**src/rtl/kyber_pkg.sv**
```systemverilog
// Shared constants and types for the Kyber matrix-generation datapath.
// Widths here are fixed by the Kyber polynomial format (256 x 12-bit coefficients).
package kyber_pkg;

  localparam int KYBER_K        = 3;
  localparam int KYBER_N        = 256;
  localparam int COEFF_W        = 12;
  localparam int NBEAT_DEF      = 96;
  localparam int XOF_W          = 64;
  localparam int CWORD_W        = 48;
  localparam int LANES          = CWORD_W / COEFF_W;
  localparam int WORDS_PER_POLY = KYBER_N / LANES;
  localparam int IDX_W          = 16;

  typedef enum logic [2:0] {
    ST_IDLE,
    ST_REQ,
    ST_STREAM,
    ST_DRAIN,
    ST_NEXT,
    ST_FIN
  } state_t;

  // Byte order of the two appended XOF index bytes: {[15:8], [7:0]}.
  function automatic logic [IDX_W-1:0] fmt_idx(input logic [7:0] row,
                                               input logic [7:0] col,
                                               input logic       transpose);
    return transpose ? {row, col} : {col, row};
  endfunction

endpackage

```
**src/rtl/gen_matrix_ctrl_if.sv**
```systemverilog
// Bundle of the start/status, XOF, parse and coefficient-RAM signals of gen_matrix_ctrl.
// The master side is the controller; the slave side is its surrounding datapath.
interface gen_matrix_ctrl_if #(
  parameter int AW = 10
) ();

  logic                         i_start;
  logic                         i_transpose;
  logic                         o_busy;
  logic                         o_done;
  logic                         o_err;

  logic                         o_xof_req;
  logic [kyber_pkg::IDX_W-1:0]  o_xof_idx;
  logic [kyber_pkg::XOF_W-1:0]  i_xof_data;
  logic                         i_xof_valid;
  logic                         o_xof_ready;

  logic [kyber_pkg::XOF_W-1:0]  o_parse_bytes;
  logic                         o_parse_valid;
  logic [kyber_pkg::CWORD_W-1:0] i_parse_coeffs;
  logic                         i_parse_coeffs_valid;
  logic                         i_parse_done;

  logic                         o_mem_we;
  logic [AW-1:0]                o_mem_addr;
  logic [kyber_pkg::CWORD_W-1:0] o_mem_wdata;

  modport master (
    input  i_start, i_transpose,
    output o_busy, o_done, o_err,
    output o_xof_req, o_xof_idx, o_xof_ready,
    input  i_xof_data, i_xof_valid,
    output o_parse_bytes, o_parse_valid,
    input  i_parse_coeffs, i_parse_coeffs_valid, i_parse_done,
    output o_mem_we, o_mem_addr, o_mem_wdata
  );

  modport slave (
    output i_start, i_transpose,
    input  o_busy, o_done, o_err,
    input  o_xof_req, o_xof_idx, o_xof_ready,
    output i_xof_data, i_xof_valid,
    input  o_parse_bytes, o_parse_valid,
    output i_parse_coeffs, i_parse_coeffs_valid, i_parse_done,
    input  o_mem_we, o_mem_addr, o_mem_wdata
  );

endinterface

```
**src/rtl/gen_matrix_idx.sv**
```systemverilog
// Row-major (i outer, j inner) walker over the K x K matrix entries, with
// last-entry flag, linear entry number and transpose-aware XOF index bytes.
module gen_matrix_idx import kyber_pkg::*; #(
  parameter int K  = KYBER_K,
  parameter int EW = 4
) (
  input  logic             clk,
  input  logic             srst,
  input  logic             clear,
  input  logic             advance,
  input  logic             transpose,
  output logic [IDX_W-1:0] idx,
  output logic             last,
  output logic [EW-1:0]    entry
);

  localparam int CW = (K > 1) ? $clog2(K) : 1;

  logic [CW-1:0] row_reg;
  logic [CW-1:0] col_reg;
  logic [EW-1:0] entry_reg;
  logic          transpose_reg;

  always_ff @(posedge clk) begin
    if (srst) begin
      row_reg       <= '0;
      col_reg       <= '0;
      entry_reg     <= '0;
      transpose_reg <= 1'b0;
    end else if (clear) begin
      row_reg       <= '0;
      col_reg       <= '0;
      entry_reg     <= '0;
      transpose_reg <= transpose;
    end else if (advance) begin
      if (col_reg == CW'(K - 1)) begin
        col_reg <= '0;
        row_reg <= row_reg + CW'(1);
      end else begin
        col_reg <= col_reg + CW'(1);
      end
      entry_reg <= entry_reg + EW'(1);
    end
  end

  assign last  = (row_reg == CW'(K - 1)) && (col_reg == CW'(K - 1));
  assign idx   = fmt_idx(8'(row_reg), 8'(col_reg), transpose_reg);
  assign entry = entry_reg;

endmodule

```
**src/rtl/gen_matrix_ctrl.sv**
```systemverilog
// Sequencer for the parse rejection sampler: one XOF request per matrix entry,
// NBEAT squeeze words forwarded to parse, 64 coefficient words written to RAM.
module gen_matrix_ctrl import kyber_pkg::*; #(
  parameter int K         = KYBER_K,
  parameter int NBEAT     = NBEAT_DEF,
  parameter int DRAIN_MAX = 255,
  parameter int AW        = $clog2(K * K * WORDS_PER_POLY)
) (
  input logic              i_clk,
  input logic              i_rst,
  gen_matrix_ctrl_if.master bus
);

  localparam int BW = $clog2(NBEAT + 1);
  localparam int WW = $clog2(WORDS_PER_POLY + 1);
  localparam int OW = $clog2(WORDS_PER_POLY);
  localparam int DW = $clog2(DRAIN_MAX + 1);
  localparam int EW = AW - OW;

  state_t              state_reg;
  state_t              state_next;
  logic [BW-1:0]       beat_cnt_reg;
  logic [WW-1:0]       word_cnt_reg;
  logic [DW-1:0]       drain_cnt_reg;
  logic                err_reg;
  logic [XOF_W-1:0]    parse_bytes_reg;
  logic                parse_valid_reg;
  logic                mem_we_reg;
  logic [AW-1:0]       mem_addr_reg;
  logic [CWORD_W-1:0]  wdata_bits;

  logic                idx_clear;
  logic                idx_advance;
  logic                idx_last;
  logic [IDX_W-1:0]    idx_w;
  logic [EW-1:0]       entry_w;

  logic                start_accept;
  logic                xof_ready;
  logic                xof_hs;
  logic                capture_phase;
  logic                coeff_accept;
  logic                coeff_overflow;
  logic [WW-1:0]       words_seen;
  logic                err_set;

  gen_matrix_idx #(
    .K  (K),
    .EW (EW)
  ) u_idx (
    .clk       (i_clk),
    .srst      (i_rst),
    .clear     (idx_clear),
    .advance   (idx_advance),
    .transpose (bus.i_transpose),
    .idx       (idx_w),
    .last      (idx_last),
    .entry     (entry_w)
  );

  assign start_accept   = (state_reg == ST_IDLE) && bus.i_start;
  assign xof_ready      = (state_reg == ST_STREAM) && (beat_cnt_reg < BW'(NBEAT));
  assign xof_hs         = xof_ready && bus.i_xof_valid;
  assign capture_phase  = (state_reg == ST_STREAM) || (state_reg == ST_DRAIN);
  assign coeff_accept   = capture_phase && bus.i_parse_coeffs_valid &&
                          (word_cnt_reg < WW'(WORDS_PER_POLY));
  assign coeff_overflow = capture_phase && bus.i_parse_coeffs_valid &&
                          (word_cnt_reg == WW'(WORDS_PER_POLY));
  // A word arriving together with parse_done still counts toward the entry.
  assign words_seen     = word_cnt_reg + WW'(coeff_accept);

  always_comb begin
    state_next  = state_reg;
    idx_clear   = 1'b0;
    idx_advance = 1'b0;
    err_set     = 1'b0;
    unique case (state_reg)
      ST_IDLE: begin
        if (bus.i_start) begin
          idx_clear  = 1'b1;
          state_next = ST_REQ;
        end
      end
      ST_REQ: begin
        state_next = ST_STREAM;
      end
      ST_STREAM: begin
        if (bus.i_parse_done) begin
          err_set = 1'b1;
        end
        if (xof_hs && (beat_cnt_reg == BW'(NBEAT - 1))) begin
          state_next = ST_DRAIN;
        end
      end
      ST_DRAIN: begin
        if (bus.i_parse_done) begin
          err_set    = (words_seen != WW'(WORDS_PER_POLY));
          state_next = ST_NEXT;
        end else if (drain_cnt_reg == DW'(DRAIN_MAX)) begin
          err_set    = 1'b1;
          state_next = ST_NEXT;
        end
      end
      ST_NEXT: begin
        if (idx_last) begin
          state_next = ST_FIN;
        end else begin
          idx_advance = 1'b1;
          state_next  = ST_REQ;
        end
      end
      ST_FIN: begin
        state_next = ST_IDLE;
      end
      default: begin
        state_next = ST_IDLE;
      end
    endcase
  end

  always_ff @(posedge i_clk) begin
    if (i_rst) begin
      state_reg <= ST_IDLE;
    end else begin
      state_reg <= state_next;
    end
  end

  always_ff @(posedge i_clk) begin
    if (i_rst) begin
      beat_cnt_reg  <= '0;
      word_cnt_reg  <= '0;
      drain_cnt_reg <= '0;
    end else begin
      if (state_reg == ST_REQ) begin
        beat_cnt_reg <= '0;
        word_cnt_reg <= '0;
      end else begin
        if (xof_hs) begin
          beat_cnt_reg <= beat_cnt_reg + BW'(1);
        end
        if (coeff_accept) begin
          word_cnt_reg <= word_cnt_reg + WW'(1);
        end
      end
      if (state_reg != ST_DRAIN) begin
        drain_cnt_reg <= '0;
      end else if (drain_cnt_reg != DW'(DRAIN_MAX)) begin
        drain_cnt_reg <= drain_cnt_reg + DW'(1);
      end
    end
  end

  always_ff @(posedge i_clk) begin
    if (i_rst) begin
      err_reg <= 1'b0;
    end else if (start_accept) begin
      err_reg <= 1'b0;
    end else if (err_set || coeff_overflow) begin
      err_reg <= 1'b1;
    end
  end

  // XOF words pass through one register; idle beats are forced to zero.
  always_ff @(posedge i_clk) begin
    if (i_rst) begin
      parse_valid_reg <= 1'b0;
      parse_bytes_reg <= '0;
    end else begin
      parse_valid_reg <= xof_hs;
      parse_bytes_reg <= xof_hs ? bus.i_xof_data : '0;
    end
  end

  always_ff @(posedge i_clk) begin
    if (i_rst) begin
      mem_we_reg   <= 1'b0;
      mem_addr_reg <= '0;
    end else begin
      mem_we_reg <= coeff_accept;
      if (coeff_accept) begin
        mem_addr_reg <= {entry_w, word_cnt_reg[OW-1:0]};
      end
    end
  end

  for (genvar gi = 0; gi < LANES; gi++) begin : g_lane
    logic [COEFF_W-1:0] lane_reg;
    always_ff @(posedge i_clk) begin
      if (i_rst) begin
        lane_reg <= '0;
      end else if (coeff_accept) begin
        lane_reg <= bus.i_parse_coeffs[gi*COEFF_W +: COEFF_W];
      end
    end
    assign wdata_bits[gi*COEFF_W +: COEFF_W] = lane_reg;
  end

  assign bus.o_busy        = (state_reg == ST_REQ) || (state_reg == ST_STREAM) ||
                             (state_reg == ST_DRAIN) || (state_reg == ST_NEXT);
  assign bus.o_done        = (state_reg == ST_FIN);
  assign bus.o_err         = err_reg;
  assign bus.o_xof_req     = (state_reg == ST_REQ);
  assign bus.o_xof_idx     = idx_w;
  assign bus.o_xof_ready   = xof_ready;
  assign bus.o_parse_bytes = parse_bytes_reg;
  assign bus.o_parse_valid = parse_valid_reg;
  assign bus.o_mem_we      = mem_we_reg;
  assign bus.o_mem_addr    = mem_addr_reg;
  assign bus.o_mem_wdata   = wdata_bits;

endmodule

```
**src/flat_wrapper.sv**
```systemverilog
// flat-port wrapper written by rule: the top's interface ports become plain ports
module gen_matrix_ctrl_flat import kyber_pkg::*;
#(
  parameter int K         = KYBER_K,
  parameter int NBEAT     = NBEAT_DEF,
  parameter int DRAIN_MAX = 255,
  parameter int AW        = $clog2(K * K * WORDS_PER_POLY)
)
  (i_clk, i_rst, bus_i_start, bus_i_transpose, bus_o_busy, bus_o_done, bus_o_err, bus_o_xof_req, bus_o_xof_idx, bus_o_xof_ready, bus_i_xof_data, bus_i_xof_valid, bus_o_parse_bytes, bus_o_parse_valid, bus_i_parse_coeffs, bus_i_parse_coeffs_valid, bus_i_parse_done, bus_o_mem_we, bus_o_mem_addr, bus_o_mem_wdata);
  gen_matrix_ctrl_if #(.AW(AW)) bus_i ();
  input logic i_clk;
  input logic i_rst;
  input wire logic [$bits(bus_i.i_start)-1:0] bus_i_start;
  input wire logic [$bits(bus_i.i_transpose)-1:0] bus_i_transpose;
  output wire logic [$bits(bus_i.o_busy)-1:0] bus_o_busy;
  output wire logic [$bits(bus_i.o_done)-1:0] bus_o_done;
  output wire logic [$bits(bus_i.o_err)-1:0] bus_o_err;
  output wire logic [$bits(bus_i.o_xof_req)-1:0] bus_o_xof_req;
  output wire logic [$bits(bus_i.o_xof_idx)-1:0] bus_o_xof_idx;
  output wire logic [$bits(bus_i.o_xof_ready)-1:0] bus_o_xof_ready;
  input wire logic [$bits(bus_i.i_xof_data)-1:0] bus_i_xof_data;
  input wire logic [$bits(bus_i.i_xof_valid)-1:0] bus_i_xof_valid;
  output wire logic [$bits(bus_i.o_parse_bytes)-1:0] bus_o_parse_bytes;
  output wire logic [$bits(bus_i.o_parse_valid)-1:0] bus_o_parse_valid;
  input wire logic [$bits(bus_i.i_parse_coeffs)-1:0] bus_i_parse_coeffs;
  input wire logic [$bits(bus_i.i_parse_coeffs_valid)-1:0] bus_i_parse_coeffs_valid;
  input wire logic [$bits(bus_i.i_parse_done)-1:0] bus_i_parse_done;
  output wire logic [$bits(bus_i.o_mem_we)-1:0] bus_o_mem_we;
  output wire logic [$bits(bus_i.o_mem_addr)-1:0] bus_o_mem_addr;
  output wire logic [$bits(bus_i.o_mem_wdata)-1:0] bus_o_mem_wdata;
  assign bus_i.i_start = bus_i_start;
  assign bus_i.i_transpose = bus_i_transpose;
  assign bus_o_busy = bus_i.o_busy;
  assign bus_o_done = bus_i.o_done;
  assign bus_o_err = bus_i.o_err;
  assign bus_o_xof_req = bus_i.o_xof_req;
  assign bus_o_xof_idx = bus_i.o_xof_idx;
  assign bus_o_xof_ready = bus_i.o_xof_ready;
  assign bus_i.i_xof_data = bus_i_xof_data;
  assign bus_i.i_xof_valid = bus_i_xof_valid;
  assign bus_o_parse_bytes = bus_i.o_parse_bytes;
  assign bus_o_parse_valid = bus_i.o_parse_valid;
  assign bus_i.i_parse_coeffs = bus_i_parse_coeffs;
  assign bus_i.i_parse_coeffs_valid = bus_i_parse_coeffs_valid;
  assign bus_i.i_parse_done = bus_i_parse_done;
  assign bus_o_mem_we = bus_i.o_mem_we;
  assign bus_o_mem_addr = bus_i.o_mem_addr;
  assign bus_o_mem_wdata = bus_i.o_mem_wdata;
  gen_matrix_ctrl #(.K(K), .NBEAT(NBEAT), .DRAIN_MAX(DRAIN_MAX), .AW(AW)) u_core (.i_clk(i_clk), .i_rst(i_rst), .bus(bus_i));
endmodule
```
**config.mk**
```make
export PLATFORM = sky130hd
export DESIGN_NAME = gen_matrix_ctrl_flat
export DESIGN_NICKNAME = d
export VERILOG_FILES = /design/src/rtl/kyber_pkg.sv /design/src/rtl/gen_matrix_ctrl_if.sv /design/src/rtl/gen_matrix_idx.sv /design/src/rtl/gen_matrix_ctrl.sv /design/src/flat_wrapper.sv
export SDC_FILE = /design/constraint.sdc
export NUM_CORES = 1
export LEC_CHECK = 0
export BUFFER_PORTS_ARGS = -buffer_cell sky130_fd_sc_hd__buf_2
export CAP_MARGIN = 40
export CORE_MARGIN = 1
export CORE_UTILIZATION = 30
export DETAILED_ROUTE_END_ITERATION = 12
export SKIP_LAST_GASP = 1
export SLEW_MARGIN = 15
export SYNTH_ARGS = -nofsm -noshare
export SYNTH_HDL_FRONTEND = slang
export SYNTH_SLANG_ARGS = --single-unit
```
**constraint.sdc**
```tcl
create_clock -name i_clk -period 5.8 [get_ports i_clk]
set_clock_uncertainty 0.15 [all_clocks]
set_input_delay 0 -clock i_clk [delete_from_list [all_inputs] [get_ports i_clk]]
set_output_delay 0 -clock i_clk [all_outputs]
set_load 0.1 [all_outputs]
```
==> summary.txt <==
Outcome
  • Outcome: complete, no violations

Synthesis
  • Most common cell in the synthesized netlist: dfxtp_1
  • Netlist Area Pre-Place: 5670 µm²
  • Yosys top cell area share: 56.1%
  • Asr flop ratio synth: 0%
  • Most frequent cells after synthesis: dfxtp_1, nand2_1, a21oi_1, and2_1, nor2_1
  • Post-Synthesis Cells: 613
  • Yosys top cell by area: dfxtp_1
  • Syn avg cell area: 9.26 µm²
  • Top cells by area, synth: dfxtp_1, nand2_1, and2_1
  • Synth cell types: 47
  • Synth Warn #: 0
  • #FFs+latches synth: 159
  • Post-synthesis sequential area ratio: 56.1%
  • Synth Flop Type: dfxtp_1
  • Post-synth EDFFs: 0

Clock network
  • Longest Clk Path Bufs: 2
  • TritonCTS clock tree: yes
  • Clk pin slew, worst setup/hold paths: 0.06 ns
  • Num Clock Sinks: 159
  • Skew-Pair Late Insertion Delay: 0.41 ns
  • Total clock buffers created by CTS: 17
  • H-tree depth: 4
  • Post-CTS Setup Bufs: 0
  • Root Driver: clkbuf_16

STA
  • Final Hold Viols: 0
  • Final Cycle Share: 54.7%
  • Final Max Slew Viols: 0
  • Worst setup margin: 2.62 ns
  • Setup TNS: 0 ns
  • Worst Hold Slack: 0.0416 ns
  • Min cycle time layout: 3.18 ns
  • Setup violations, final: 0
  • Unrepaired setup endpoints after global routing: no
  • Tightest Pin Transition: 0.728 ns
  • FMAX: 315 MHz
  • Relative slew slack: 51.5%

Global routing
  • First-pass GRT wire length: 24,900 µm
  • Met1 usage: 18.4%
  • Vias in the first global route: 5,301
  • Grt total ovfl: 0
  • GRT Max-Usage Layer: met2
  • Pin count of the biggest net entering global routing: 66
  • GR Util met3: 5.95%
  • GR Util met2: 27.0%
  • Initial antenna violation count: 0
  • GR Util All Layers: 15.8%

Finish
  • Area delta synth->final: 58.3%
  • # fillers: 1,632
  • Nets: 1,112
  • Post-Layout Cell Count: 1,227
  • Ant. Diodes: 0
  • Footprint of the multi-input gates: 2250 µm²
  • Register area: 3180 µm²
  • Final instance area: 8980 µm²
  • Layout Utilization: 49.2%
  • Max reg flops: 64
  • Share of cells above drive strength 1: 29.7%

Die
  • Die W: 140 µm
  • Initial Utilization: 31.1%
  • Die height: 140 µm
  • Core area: 18,300 µm²
  • Die area: 19,500 µm²
  • IO Count: 264
  • Rows: 49

Placed design
  • Final GP Congestion: 0.721
  • Post-DP Area: 7060 µm²
  • Port Buffers: 251
  • DP Cell Count: 1,063
  • Final HPWL DP: 9420 µm
  • Pre-CTS WS: 2.64 ns

Pwr
  • Clock Power Share: 39.9%
  • Sequential share of power: 40.2%
  • Int Pwr: 1.97 mW
  • PD cells: 319 nW/µm²
  • P_leak: 4.14 nW
  • Final total power: 2.86 mW
  • Net Sw Frac: 31.2%
  • Peak VDD IR: 0.000223 V
  • Logic pwr share: 19.9%
  • Psw: 893 µW

Job
  • Max-Cap Viols: 0

Routing
  • Drt drc: 0
  • Post-DRT Antenna Nets: 0
  • WL per Instance: 12.7 µm
  • Drt via density: 4.37
  • Routed wire length: 15,600 µm
  • DRT iter0 DRCs: 212
  • DR pass1 iterations: 4
  • Via count: 5,359

Worst setup path
  • Crit path from: u_core.state_reg[2]$_SDFFE_PP0P_
  • Worst path slowest cell: dfxtp_1
  • Endpoint class of the critical path: flop
  • Critical path's most frequent cell: ha_1
  • Crit path cell chain: and2b_1 -> nand3_2 -> buf_4 -> inv_2 -> ha_1 -> ha_1 -> nand2b_1 -> nor4_1 -> o31ai_1
  • Worst EP arrival: 3.31 ns
  • Critical path class: flop to flop
  • Cell family with most CP delay: buffers and inverters
  • Req. time, crit path: 5.94 ns
  • CP peak stage delay: 0.61 ns
  • Maximum fanout along the worst path: 62
  • Critical path startpoint category: flop
  • CP Buf/Inv Count: 2
  • Launch point of the worst reg-to-reg path: u_core.state_reg[2]$_SDFFE_PP0P_

Worst hold path
  • Hold_sp: i_rst
  • HP Class: input pin to flop
## what timing repair did
| item | CTS | global route |
|---|---|---|
| resized for setup | 0 | 0 |
| hold buffers | 132 | 0 |
| endpoints found under the hold margin | 123 | 0 |
## routing by layer
metal	wire length [µm]	share of wire [%]
met1	6940	44
met2	7210	46
met3	1250	8.0
met4	215	1.4
met5	0	0
## area by class of cell
| cell class | count | area share (%) |
|---|---|---|
| Timing Repair Buffer | 387 | 29.3 |
| Clock inverter | 12 | 1.76 |
| Sequential cell | 159 | 35.4 |
| Inverter | 7 | 0.293 |
| Multi-Input combinational cell | 413 | 25.0 |
| Clock buffer | 20 | 4.97 |
| Tap cell | 229 | 3.19 |
## worst register-to-register path: cells and delay by family, from the launching register on
family,cells,cell delay (ns)
compound gates,1,0.09
fa+ha+maj,2,0.60
buf+inv,2,0.86
flops,1,0.61
simple gates,4,0.75
## kinds of logic after synthesis
logic type	synth area share, %
buf+inv	5.14
fa+ha+maj	1.76
xor+xnor	2.62
simple gates	24.8
other cells	0.0661
flops	56.1
mux	0.948
compound gates	8.58
## power by group through the flow
stage / registers, mW / clock network [mW] / logic [mW]
final: 1.15 / 1.14 / 0.570
after global routing: 1.16 / 1.22 / 0.596
after CTS: 1.15 / 1.18 / 0.567
after detailed placement: 1.18 / 0 / 0.501
after global placement: 1.17 / 0 / 0.497
after floorplan: 1.40 / 0 / 0.187
## worst paths after layout
check                                                                  to  cells past startpoint  slack (ns)
worst max-delay path                        u_core.bus.o_err$_SDFFE_PP0P_                      9        2.62
worst min-delay path              u_core.u_idx.transpose_reg$_SDFFE_PP0P_                      3        0.04
worst max register to register              u_core.bus.o_err$_SDFFE_PP0P_                      9        2.62
worst min register to register  u_core.g_lane[1].lane_reg[8]$_SDFFE_PP0N_                      2        0.30
## cell usage in the layout, fill, tap and decap left out, types with 5 or more instances in the layout
| master | n |
|---|---|
| inv_1 | 6 |
| o21ai_0 | 5 |
| and2_1 | 65 |
| nand4_1 | 7 |
| a21oi_1 | 71 |
| conb_1 | 12 |
| dlygate4sd3_1 | 132 |
| nand2_1 | 132 |
| xor2_1 | 14 |
| dfxtp_1 | 159 |
| clkbuf_16 | 17 |
| nand3_1 | 9 |
| ha_1 | 8 |
| and3_1 | 7 |
| nor3_1 | 6 |
| nor2_1 | 29 |
| buf_2 | 251 |
No activity file was read; power rests on OpenSTA's default activity.
